File: src/rtl/pixel_stream_engine.sv
// pixel_stream_engine: walks a padded BMP-style frame buffer, feeds pixels with hsync/vsync
// to the pipeline and writes the pipeline results back to the same addresses.
module pixel_stream_engine #(
  parameter int CHANNELS   = 3,
  parameter int CH_WIDTH   = 8,
  parameter int ADDR_WIDTH = 20,
  parameter int DIM_WIDTH  = 12,
  parameter int LATENCY    = 2,
  parameter int ROW_ALIGN  = 4
) (
  input  logic                         clk,
  input  logic                         reset_n,
  input  logic                         en,
  input  logic                         start,
  input  logic [ADDR_WIDTH-1:0]        base_addr,
  input  logic [DIM_WIDTH-1:0]         width,
  input  logic [DIM_WIDTH-1:0]         height,
  output logic                         rd_en,
  output logic [ADDR_WIDTH-1:0]        rd_addr,
  input  logic [CHANNELS*CH_WIDTH-1:0] rd_data,
  output logic                         pix_valid,
  output logic [CHANNELS*CH_WIDTH-1:0] pix_data,
  output logic                         hsync,
  output logic                         vsync,
  input  logic [CHANNELS*CH_WIDTH-1:0] dut_out,
  output logic                         wr_en,
  output logic [ADDR_WIDTH-1:0]        wr_addr,
  output logic [CHANNELS*CH_WIDTH-1:0] wr_data,
  output logic                         busy,
  output logic                         done,
  output logic [15:0]                  frame_count
);
  typedef enum logic [1:0] {IDLE, STREAM, DRAIN, FIN} state_t;
  state_t state, state_nx;
  logic [ADDR_WIDTH-1:0] addr, pix_addr, row_step, row_bytes, pad;
  logic [DIM_WIDTH-1:0] col, row, w_lat, h_lat;
  logic pv, hs, vs, zdone, go, last_col, last_px, pend;
  logic dl_v [LATENCY];
  logic [ADDR_WIDTH-1:0] dl_a [LATENCY];

  assign row_bytes = ADDR_WIDTH'(width) * ADDR_WIDTH'(CHANNELS);
  assign pad = (ADDR_WIDTH'(ROW_ALIGN) - (row_bytes & ADDR_WIDTH'(ROW_ALIGN - 1))) & ADDR_WIDTH'(ROW_ALIGN - 1);
  assign go = state == IDLE && start && width != '0 && height != '0;
  assign rd_en = state == STREAM && en;
  assign last_col = col == w_lat - DIM_WIDTH'(1);
  assign last_px = last_col && row == h_lat - DIM_WIDTH'(1);

  // The last delay stage drains this cycle, so only earlier stages keep the frame open.
  always_comb begin
    pend = pv;
    for (int i = 0; i < LATENCY - 1; i++) pend = pend | dl_v[i];
  end

  always_comb begin
    state_nx = state;
    case (state)
      IDLE:    state_nx = go ? STREAM : IDLE;
      STREAM:  state_nx = (rd_en && last_px) ? DRAIN : STREAM;
      DRAIN:   state_nx = pend ? DRAIN : FIN;
      default: state_nx = IDLE;
    endcase
  end

  always_ff @(posedge clk or negedge reset_n)
    if (!reset_n) state <= IDLE;
    else state <= state_nx;

  always_ff @(posedge clk or negedge reset_n) begin
    if (!reset_n) begin
      addr <= '0;
      pix_addr <= '0;
      row_step <= '0;
      col <= '0;
      row <= '0;
      w_lat <= '0;
      h_lat <= '0;
      pv <= 1'b0;
      hs <= 1'b0;
      vs <= 1'b0;
      zdone <= 1'b0;
      frame_count <= '0;
      for (int i = 0; i < LATENCY; i++) begin
        dl_v[i] <= 1'b0;
        dl_a[i] <= '0;
      end
    end else begin
      zdone <= state == IDLE && start && (width == '0 || height == '0);
      pv <= rd_en;
      hs <= rd_en && col == '0;
      vs <= rd_en && col == '0 && row == '0;
      pix_addr <= addr;
      dl_v[0] <= pv;
      dl_a[0] <= pix_addr;
      for (int i = 1; i < LATENCY; i++) begin
        dl_v[i] <= dl_v[i-1];
        dl_a[i] <= dl_a[i-1];
      end
      if (go) begin
        addr <= base_addr;
        col <= '0;
        row <= '0;
        w_lat <= width;
        h_lat <= height;
        row_step <= ADDR_WIDTH'(CHANNELS) + pad;
      end else if (rd_en) begin
        addr <= addr + (last_col ? row_step : ADDR_WIDTH'(CHANNELS));
        col <= last_col ? '0 : col + DIM_WIDTH'(1);
        row <= last_col ? row + DIM_WIDTH'(1) : row;
      end
      if (state == DRAIN && !pend) frame_count <= frame_count + 16'd1;
    end
  end

  assign rd_addr = addr;
  assign pix_valid = pv;
  assign pix_data = pv ? rd_data : '0;
  assign hsync = hs;
  assign vsync = vs;
  assign wr_en = dl_v[LATENCY-1];
  assign wr_addr = wr_en ? dl_a[LATENCY-1] : '0;
  assign wr_data = wr_en ? dut_out : '0;
  assign busy = state != IDLE;
  assign done = state == FIN || zdone;
endmodule

File: config.mk
export PLATFORM = sky130hd
export DESIGN_NAME = pixel_stream_engine
export DESIGN_NICKNAME = d
export VERILOG_FILES = /design/src/rtl/pixel_stream_engine.sv
export SDC_FILE = /design/constraint.sdc
export NUM_CORES = 1
export LEC_CHECK = 0
export CAP_MARGIN = 5
export CORE_MARGIN = 4
export CORE_UTILIZATION = 35
export DETAILED_ROUTE_END_ITERATION = 16
export GPL_TIMING_DRIVEN = 0
export PLACE_DENSITY_LB_ADDON = 0.08
export SETUP_SLACK_MARGIN = 0.3
export SYNTH_ARGS = -nofsm -noshare
export SYNTH_HDL_FRONTEND = slang
export SYNTH_SLANG_ARGS = --single-unit
File: constraint.sdc
create_clock -name clk -period 6.1 [get_ports clk]
set_input_delay 0.915 -clock clk [delete_from_list [all_inputs] [get_ports clk]]
set_output_delay 0.915 -clock clk [all_outputs]
set_load 0.01 [all_outputs]
==> reports/results.tsv, run 1 <==
metric	value	unit
period_needed	5010	ps
vias	6162	
hpwlAfterDp	15000	microns
cts_sinks	155	
dieArea	0.0233	sq mm
route.detailed.drc	0	
die-width	153	microns
synth-async-reset-ratio	100	%
wl_met3	1090	microns
post_cts_resized	0	
p_sw_share	32.5	%
start_kind	flip-flop	
yosysSeqAreaShare	53.0	%
post-cts-setup-buffer-count	0	
synth.cell_area	0.00731	sq mm
clock_path_buffers	2	
initial_core_util	35.9	%
status	completed	
clock-root-buffer	clkbuf_16	
rows	52	
p_sw	1.14	mW
crit_type	flip-flop to flip-flop	
instances_no_fill	1251	
clock_skew	11.2	ps
fin_crit_sh	82.2	%
synth_nets	851	
viasPerCell	4.93	
post-place-cells	1219	
power.density	339	mW/mm^2
wl_per_cell	16.1	microns
cts_buffers	17	
wl_met2	9340	microns
drv_slew	0	
cp-end-kind	flip-flop	
arrival	5300	ps
clockPowerShare	30.0	%
tightest_slew	1240	ps
setup_viol_count_final	0	
topRoutingLayerUsed	met4	
cts_tree	done	
power.internal	2.36	mW
core	0.0204	sq mm
power.share.sequential	43.5	%
maxCapViolCount	0	
synth.avg_cell_area	9.85	sq um
numPortBuffers	206	
max_freq	0.200	GHz
ys.flop_type	dfrtp_1	
ys_types	55	
required	6390	ps
syn_inst	742	
final-hold-violation-count	0	
cts_htree_levels	4	
leakage	4.34	nW
nFillCells	1956	
drive_gt1_share	5.10	%
drt_iter0_markers	371	
timing.slew.headroom	16.5	%
routabilityCongestion	0.791	
crit_fanout	10	
vdd_drop_max	207	uV
hold_buffers	0	
insertion_delay	430	ps
cts.clk_slew.worst_paths	70	ps
antenna_cells	0	
grt_usage	17.4	%
grt_max_degree	87	
synth_edf_count	0	
combPwrFrac	26.5	%
hold_class	flip-flop to flip-flop	
antenna_found_initial	0	
grt_overflow	0	
grt_pass1_vias	6004	
wl_met1	9380	microns
antenna_left	0	
die_h	153	microns
rsz0062_at_grt	no	
dr.pass1.iters	5	
area_growth	41.4	%
drt_wl_total	20100	microns
ys_warn_count	0	
power	3.50	mW
hold_depth	0	
nets	1077	
grt_pass1_wl	32700	microns
synth_seq_cells	155	
ios	207	
reg2regPathDepth	18	
cells in the mapped netlist, types with 3 or more instances:
| master | instances | area (sq um) |
|---|---|---|
| nand3_1 | 26 | 130 |
| nand2b_1 | 5 | 31.3 |
| o31ai_1 | 4 | 30.0 |
| clkbuf_1 | 28 | 105 |
| nor2b_1 | 4 | 25.0 |
| xnor2_1 | 31 | 272 |
| o21ai_0 | 23 | 115 |
| nor3b_1 | 6 | 45.0 |
| or3b_2 | 3 | 26.3 |
| o22ai_1 | 3 | 18.8 |
| mux2i_1 | 6 | 60.1 |
| nor2_1 | 32 | 120 |
| xor2_1 | 17 | 149 |
| a21oi_1 | 20 | 100 |
| and3_1 | 13 | 81.3 |
| or2_2 | 4 | 25.0 |
| and2_1 | 68 | 425 |
| nor4b_1 | 4 | 35.0 |
| or3_1 | 14 | 87.6 |
| ha_1 | 12 | 150 |
| o311ai_0 | 6 | 52.6 |
| nor4_1 | 11 | 68.8 |
| nand3b_1 | 4 | 30.0 |
| o32ai_1 | 4 | 35.0 |
| a31oi_1 | 8 | 50.1 |
| mux2_2 | 3 | 33.8 |
| or4_1 | 10 | 75.1 |
| nand4_1 | 12 | 75.1 |
| o211ai_1 | 11 | 82.6 |
| dfrtp_1 | 155 | 3880 |
| nor3_1 | 13 | 65.1 |
| inv_1 | 20 | 75.1 |
| nand2_1 | 129 | 484 |
placed cells by master, fill, tap and decap left out, types with 3 or more instances in the layout:
cell type,count
nand2b_1,5
nand2_1,129
a31oi_1,8
and2_1,68
nor4b_1,4
inv_8,5
o211ai_1,11
nor2_1,32
clkdlybuf4s50_1,205
mux2_2,3
inv_1,20
clkinv_8,4
inv_6,3
nand3b_1,4
a21oi_1,20
xnor2_1,31
or4_1,10
nor4_1,11
xor2_1,17
nor3_1,13
ha_1,12
o311ai_0,6
nand3_1,26
o32ai_1,4
or3_1,14
o31ai_1,4
dfrtp_1,155
nor3b_1,6
nand4_1,12
or2_2,4
and3_1,13
o22ai_1,3
clkbuf_1,28
clkbuf_16,17
mux2i_1,6
nor2b_1,4
or3b_2,3
o21ai_0,23
worst max-delay path: stages, from the launching register on:
cell and delay, ps:
dfrtp_1 440, inv_1 80, ha_1 240, or3b_2 520
or4_1 530, nand3_1 80, o211ai_1 120, or3_1 370
buf_2 170, clkbuf_1 270, or2_2 380, ha_1 280
a21o_1 110, a21oi_1 90, or3_1 400, or3_1 410
nor2_1 160, xnor2_1 120, o21ai_0 90
area by class of cell:
| class | count | area (sq um) | area share (%) |
|---|---|---|---|
| Tap cell | 270 | 338 | 3.27 |
| Clock inverter | 15 | 173 | 1.67 |
| Sequential cell | 155 | 3880 | 37.5 |
| Inverter | 21 | 78.8 | 0.762 |
| Multi-Input combinational cell | 532 | 3220 | 31.1 |
| Buffer | 34 | 139 | 1.34 |
| Clock buffer | 17 | 425 | 4.11 |
| Timing Repair Buffer | 207 | 2090 | 20.2 |
power groups by stage:
stage	Sequential (mW)	Combinational [mW]	Clock, mW
final	1.52	0.927	1.05
after global routing	1.57	1.02	1.12
after CTS	1.53	0.939	1.08
after detailed placement	1.55	0.932	0
after global placement	1.54	0.926	0
after floorplan	1.51	0.485	0
routing by layer:
metal	vias to the layer above	track usage [%]
met5	-	0
met1	2914	23.8
met2	188	27.9
met4	0	5.13
met3	26	3.98
li1	3034	-
cell families (layout without fill, tap and decap cells):
| family | Yosys count | count (layout) | share of synthesized area (%) |
|---|---|---|---|
| compound gates | 97 | 97 | 8.71 |
| xor+xnor | 48 | 48 | 5.75 |
| mux | 9 | 9 | 1.28 |
| buf+inv | 55 | 294 | 2.98 |
| fa+ha+maj | 13 | 13 | 2.33 |
| flops | 155 | 155 | 53.0 |
| simple gates | 365 | 365 | 25.9 |
path summary, 6_finish.rpt:
kind	from	end	slack, ps
worst max-delay path	w_lat[0]$_DFFE_PN0P_	rd_addr[19]$_DFFE_PN0P_	1090
worst min-delay path	dl_a[21]$_DFF_PN0_	dl_a[1]$_DFF_PN0_	340
worst max register to register	w_lat[0]$_DFFE_PN0P_	rd_addr[19]$_DFFE_PN0P_	1090
worst min register to register	dl_a[21]$_DFF_PN0_	dl_a[1]$_DFF_PN0_	340
max in group asynchronous	reset_n	row[1]$_DFFE_PN0P_	4780
min in group asynchronous	reset_n	dl_a[19]$_DFF_PN0_	460
sequential cells by signal, summed over array words and instances, names as in the netlist:
name / cells
vsync: 1
row: 12
frame_count: 16
pix_valid: 1
zdone: 1
h_lat: 12
dl_v: 1
w_lat: 12
wr_en: 1
state: 2
col: 12
pix_addr: 20
rd_addr: 20
dl_a: 40
row_step: 3
hsync: 1
metrics by stage:
stage	cell area [sq um]	TNS, ps	hold slack [ps]	setup WS [ps]	utilization (%)
6_report	10300	0	345	1090	50.8
5_1_grt	10300	0	351	712	50.8
4_1_cts	10300	0	347	1070	50.8
3_5_place_dp	9740	0	335	1090	47.8
3_3_place_gp	9710	-353010	332	-2290	47.7
2_1_floorplan	7310	0	331	1650	-
No activity file was read; power rests on OpenSTA's default activity.
==> inputs of run 2 (changes only) <==
==> constraint.sdc (replaced) <==
create_clock -name clk -period 4.9 [get_ports clk]
set_input_delay 0.735 -clock clk [delete_from_list [all_inputs] [get_ports clk]]
set_output_delay 0.735 -clock clk [all_outputs]
set_load 0.01 [all_outputs]
==> run 2 against run 1 <==
Against the previous run: power up 26%; largest power group unchanged; non-clock buffer count rose by 6; sequential share of layout area decreased by 0.56 points; die area did not move; combinational power up 32%; via count is essentially flat; highest routed layer unchanged; register-to-register slack got worse by 640 ps.
==> reports/results.tsv, run 2 (synthesis results as in run 1) <==
metric	value	unit	change
stdcell_area	0.0105	sq mm	+1.5%
drt_iter0_markers	405		+9.2%
final_cell_mix	205 x clkdlybuf4s50_1, 154 x dfrtp_1, 129 x nand2_1		
post-place-cells	1219		unchanged
area_growth	43.6	%	
path_cells	buf_6, or4_4, clkbuf_8, or4_4, a21oi_2, a21oi_2, or3_1, buf_6, buf_8, or2_4, ha_1, a21o_1, a21oi_2, or3_4, or3_4, nor2_4, xnor2_1, o21ai_1		
power	4.42	mW	+26%
cts_htree_levels	4		unchanged
grt_pass1_vias	6050		+0.77%
rsz0062_at_grt	no		
cpLargestDelayFamily	simple AND/OR/NAND/NOR gates		
start_kind	flip-flop		
dr.pass1.iters	5		unchanged
nets	1083		+0.56%
route.detailed.drc	0		unchanged
vias	6164		+0.032%
final_core_util	51.6	%	+0.79 points
antenna_found_initial	0		unchanged
largest_register_ffs	40		unchanged
regMostFlops	dl_a		
setup_viol_count_final	0		unchanged
vdd_drop_max	257	uV	+24%
status	completed		
drt_wl_total	20300	microns	+0.60%
finalWorstSetupSlack	453	ps	-635 ps
hpwlAfterDp	15000	microns	unchanged
cp_num_cells	18		unchanged
viasPerCell	4.90		-0.45%
setup-tns-final	0	ps	unchanged
crit_fanout	10		unchanged
ios	207		unchanged
clock_skew	11.1	ps	-0.0909 ps
numPortBuffers	206		unchanged
initial_core_util	35.9	%	unchanged
required	5190	ps	-1200 ps
core	0.0204	sq mm	unchanged
power.density	421	mW/mm^2	+24%
antenna_left	0		unchanged
leakage	4.40	nW	+1.3%
tightest_slew	1270	ps	+23.6 ps
slowest_delay	500	ps	-30 ps
reg2regPathDepth	18		unchanged
crit_type	flip-flop to flip-flop		
timing.slew.headroom	15.0	%	-1.6 points
cts.clk_slew.worst_paths	70	ps	about the same
die-width	153	microns	unchanged
clock-root-buffer	clkbuf_16		
place_area	0.00974	sq mm	unchanged
maxCapViolCount	0		unchanged
max_freq	0.225	GHz	+13%
die_h	153	microns	unchanged
antenna_cells	0		unchanged
routabilityCongestion	0.791		unchanged
cp_slowest_cell	or4_4		
period_needed	4450	ps	-565 ps
crit_top_cell	a21oi_2		
cts_tree	done		
fin_hold_ws	282	ps	-63.3 ps
dp_worst_setup_slack	-110	ps	-1200 ps
arrival	4740	ps	-560 ps
drv_slew	0		unchanged
drive_gt1_share	7.70	%	+2.6 points
clock_path_buffers	2		unchanged
critPathBufInv	4		+1
rows	52		unchanged
grt_usage	17.5	%	+0.11 points
hold_class	input pin to asynchronous set/reset pin		
instances_no_fill	1257		+0.48%
cts_sinks	155		unchanged
insertion_delay	430	ps	about the same
grt_max_degree	87		unchanged
cts_buffers	17		unchanged
layout_commonest_cell	clkdlybuf4s50_1		
grt_pass1_wl	33000	microns	+0.70%
hold_buffers	0		unchanged
cp-end-kind	flip-flop		
dieArea	0.0233	sq mm	unchanged
fin_crit_sh	90.8	%	+8.6 points
final-hold-violation-count	0		unchanged
wl_per_cell	16.1	microns	+0.12%
grt_overflow	0		unchanged
-- run 2: cell types whose count changed in the layout (fill, tap and decap cells not counted), sizes merged --
cell    change
buf         +7
clkbuf      -1
-- run 2: layout make-up --
type | count | area, sq um
Inverter | 21 | 78.8
Multi-Input combinational cell | 532 | 3300
Buffer | 34 | 165
Timing Repair Buffer | 213 | 2140
Sequential cell | 155 | 3880
Tap cell | 270 | 338
Clock inverter | 15 | 173
Clock buffer | 17 | 425
Fill cell | 1950 | 9870
-- run 2: path summary, 6_finish.rpt --
kind | start | to | slack (ps)
hold reg to reg | dl_a[21]$_DFF_PN0_ | dl_a[1]$_DFF_PN0_ | 350
setup / recovery | w_lat[2]$_DFFE_PN0P_ | rd_addr[19]$_DFFE_PN0P_ | 450
hold / removal | reset_n | dl_a[19]$_DFF_PN0_ | 280
setup reg to reg | w_lat[2]$_DFFE_PN0P_ | rd_addr[19]$_DFFE_PN0P_ | 450
min in group clk | dl_a[21]$_DFF_PN0_ | dl_a[1]$_DFF_PN0_ | 350
max in group asynchronous | reset_n | w_lat[0]$_DFFE_PN0P_ | 3740
-- run 2: layer usage --
metal  vias to the layer above  part of all wire (%)  GRT usage (%)
met2                       178                    47           28.1
met5                         -                     0              0
met1                      2913                    46           23.9
met3                        25                   5.3           3.98
met4                         0                   1.6           5.13
li1                       3048                     -              -
-- run 2: timing repair --
| item | 4_1_cts | 5_1_grt |
|---|---|---|
| resized for setup | 21 | 11 |
| setup endpoints to repair | 12 | 6 |
| setup buffers | 3 | 3 |
| pin swaps | 5 | 5 |
-- run 2: report_power, final --
group / switching [mW] / internal (mW)
clock network: 0.618 / 0.688
registers: 0.260 / 1.64
logic: 0.560 / 0.656
total: 1.44 / 2.98
==> inputs of run 3 (changes only) <==
--- a/config.mk
+++ b/config.mk
@@ -5,9 +5,8 @@
 export SDC_FILE = /design/constraint.sdc
 export NUM_CORES = 1
 export LEC_CHECK = 0
-export CAP_MARGIN = 5
 export CORE_MARGIN = 4
-export CORE_UTILIZATION = 35
+export CORE_UTILIZATION = 30
 export DETAILED_ROUTE_END_ITERATION = 16
 export GPL_TIMING_DRIVEN = 0
 export PLACE_DENSITY_LB_ADDON = 0.08
==> run 3 against run 2 <==
Against the previous run: clock skew up 2.0 ps; clock power rose by 3%; routed wire length rose by 3.0%; sequential cell count unchanged; via count up 0.49%; critical path depth unchanged; first-iteration DRC count down 33%.
==> reports/results.tsv, run 3 (synthesis results as in run 1) <==
metric	value	unit	change
reg2regPathDepth	18		unchanged
drt_iter0_markers	270		-33%
setup-tns-final	0	ps	unchanged
critPathBufInv	3		-1
drt_wl_total	20900	microns	+3.0%
hold_buffers	0		unchanged
cpLargestDelayFamily	simple AND/OR/NAND/NOR gates		
path_cells	inv_2, ha_4, or3b_4, or4_4, nand3_2, o211ai_1, or3_1, buf_6, clkbuf_8, or2_4, ha_1, a21o_1, a21oi_2, or3_4, or3_4, nor2_4, xnor2_1, o21ai_1		
grt_pass1_vias	5880		-2.8%
cp_slowest_cell	or4_4		
stdcell_area	0.0106	sq mm	+0.82%
layout_commonest_cell	clkdlybuf4s50_1		
arrival	4730	ps	about the same
insertion_delay	430	ps	about the same
crit_top_cell	or3_4		
slowest_delay	550	ps	+50 ps
numPortBuffers	206		unchanged
cts_buffers	17		unchanged
timing.slew.headroom	18.1	%	+3.2 points
route.detailed.drc	0		unchanged
reg2reg_to	rd_addr[19]$_DFFE_PN0P_		
drv_slew	0		unchanged
setup_viol_count_final	0		unchanged
cts_tree	done		
hold_class	input pin to asynchronous set/reset pin		
cts_sinks	155		unchanged
die_h	164	microns	+7.6%
regMostFlops	dl_a		
finalWorstSetupSlack	464	ps	+10.8 ps
clock_skew	13.1	ps	+1.95 ps
crit_type	flip-flop to flip-flop		
leakage	4.42	nW	+0.51%
cts_htree_levels	4		unchanged
dr.pass1.iters	5		unchanged
dp_worst_setup_slack	-193	ps	-83.7 ps
rsz0062_at_grt	no		
clock-root-buffer	clkbuf_16		
tightest_slew	1220	ps	-47.0 ps
hpwlAfterDp	15500	microns	+3.7%
die-width	164	microns	+7.6%
cp-end-kind	flip-flop		
clock_path_buffers	2		unchanged
viasPerCell	4.74		-3.3%
grt_overflow	0		unchanged
drive_gt1_share	7.70	%	unchanged
final_cell_mix	205 x clkdlybuf4s50_1, 155 x dfrtp_1, 129 x nand2_1		
final-hold-violation-count	0		unchanged
grt_max_degree	91		+4.6%
antenna_cells	0		unchanged
rrSetupSlack	460	ps	about the same
cts.clk_slew.worst_paths	70	ps	about the same
antenna_left	0		unchanged
dieArea	0.0269	sq mm	+16%
routabilityCongestion	0.752		-4.8%
grt_pass1_wl	32600	microns	-1.1%
period_needed	4440	ps	-10.8 ps
start_kind	flip-flop		
crit_fanout	10		unchanged
vias	6194		+0.49%
required	5190	ps	about the same
power	4.47	mW	+1.1%
status	completed		
area_growth	44.8	%	
power.density	422	mW/mm^2	+0.27%
core	0.0238	sq mm	+17%
maxCapViolCount	0		unchanged
fin_crit_sh	90.5	%	-0.22 points
initial_core_util	30.8	%	-5.1 points
worstReg2RegStart	w_lat[0]$_DFFE_PN0P_		
wl_per_cell	16.0	microns	-0.85%
nets	1083		unchanged
largest_register_ffs	40		unchanged
rows	56		+7.7%
vdd_drop_max	226	uV	-12%
max_freq	0.225	GHz	+0.24%
antenna_found_initial	1		+1
ios	207		unchanged
grt_usage	15.4	%	-2.1 points
place_area	0.00981	sq mm	+0.67%
==> run 3: how the worst max path moves through the flow <==
stage | startpoint | cells after the start | to | slack, ps
after floorplan | w_lat[0]$_DFFE_PN0P_ | 18 | rd_addr[19]$_DFFE_PN0P_ | 450
after global placement | reset_n | 1 | w_lat[2]$_DFFE_PN0P_ | -3490
after detailed placement | w_lat[0]$_DFFE_PN0P_ | 18 | rd_addr[19]$_DFFE_PN0P_ | -190
after CTS | w_lat[2]$_DFFE_PN0P_ | 18 | rd_addr[19]$_DFFE_PN0P_ | 320
after global routing | w_lat[0]$_DFFE_PN0P_ | 18 | rd_addr[19]$_DFFE_PN0P_ | 300
final | w_lat[0]$_DFFE_PN0P_ | 18 | rd_addr[19]$_DFFE_PN0P_ | 460
==> run 3: cell type report <==
type	count	area [sq um]
Inverter	21	78.8
Tap cell	319	399
Clock buffer	17	425
Sequential cell	155	3880
Buffer	34	168
Clock inverter	15	193
Timing Repair Buffer	213	2140
Multi-Input combinational cell	532	3300
Fill cell	2277	13200
==> run 3: metal layers <==
metal / vias to the layer above / global-route usage (%) / part of all wire [%]
met2: 183 / 24.4 / 46
met3: 15 / 3.44 / 5.7
met1: 2965 / 21.7 / 47
li1: 3029 / - / -
met5: - / 0 / 0.062
met4: 2 / 3.35 / 1.0
==> run 3: what timing repair did <==
item | CTS | global route
resized for setup | 16 | 18
setup endpoints to repair | 14 | 6
buffers inserted | 4 | 2
pin swaps | 4 | 7
hold endpoints to repair | 0 | 0
==> run 3: worst reg2reg max path: stages, from the launching register on <==
cell and delay [ps]:
dfrtp_1 420, inv_2 80, ha_4 140, or3b_4 410
or4_4 550, nand3_2 70, o211ai_1 120, or3_1 420
buf_6 140, clkbuf_8 160, or2_4 250, ha_1 280
a21o_1 130, a21oi_2 70, or3_4 380, or3_4 380
nor2_4 120, xnor2_1 120, o21ai_1 70
==> run 3: where the power goes <==
group | internal (mW) | switching (mW) | total [mW]
logic | 0.656 | 0.560 | 1.22
registers | 1.64 | 0.261 | 1.90
clock network | 0.738 | 0.615 | 1.35
total | 3.03 | 1.44 | 4.47
==> run 3: per-stage QoR <==
step,utilization [%],cells,hold WS (ps)
global route,44.6,1306,259
CTS,44.3,1304,254
floorplan,-,742,331
detailed placement,41.3,1268,335
global placement,41.1,1267,332
finish,44.6,1306,230
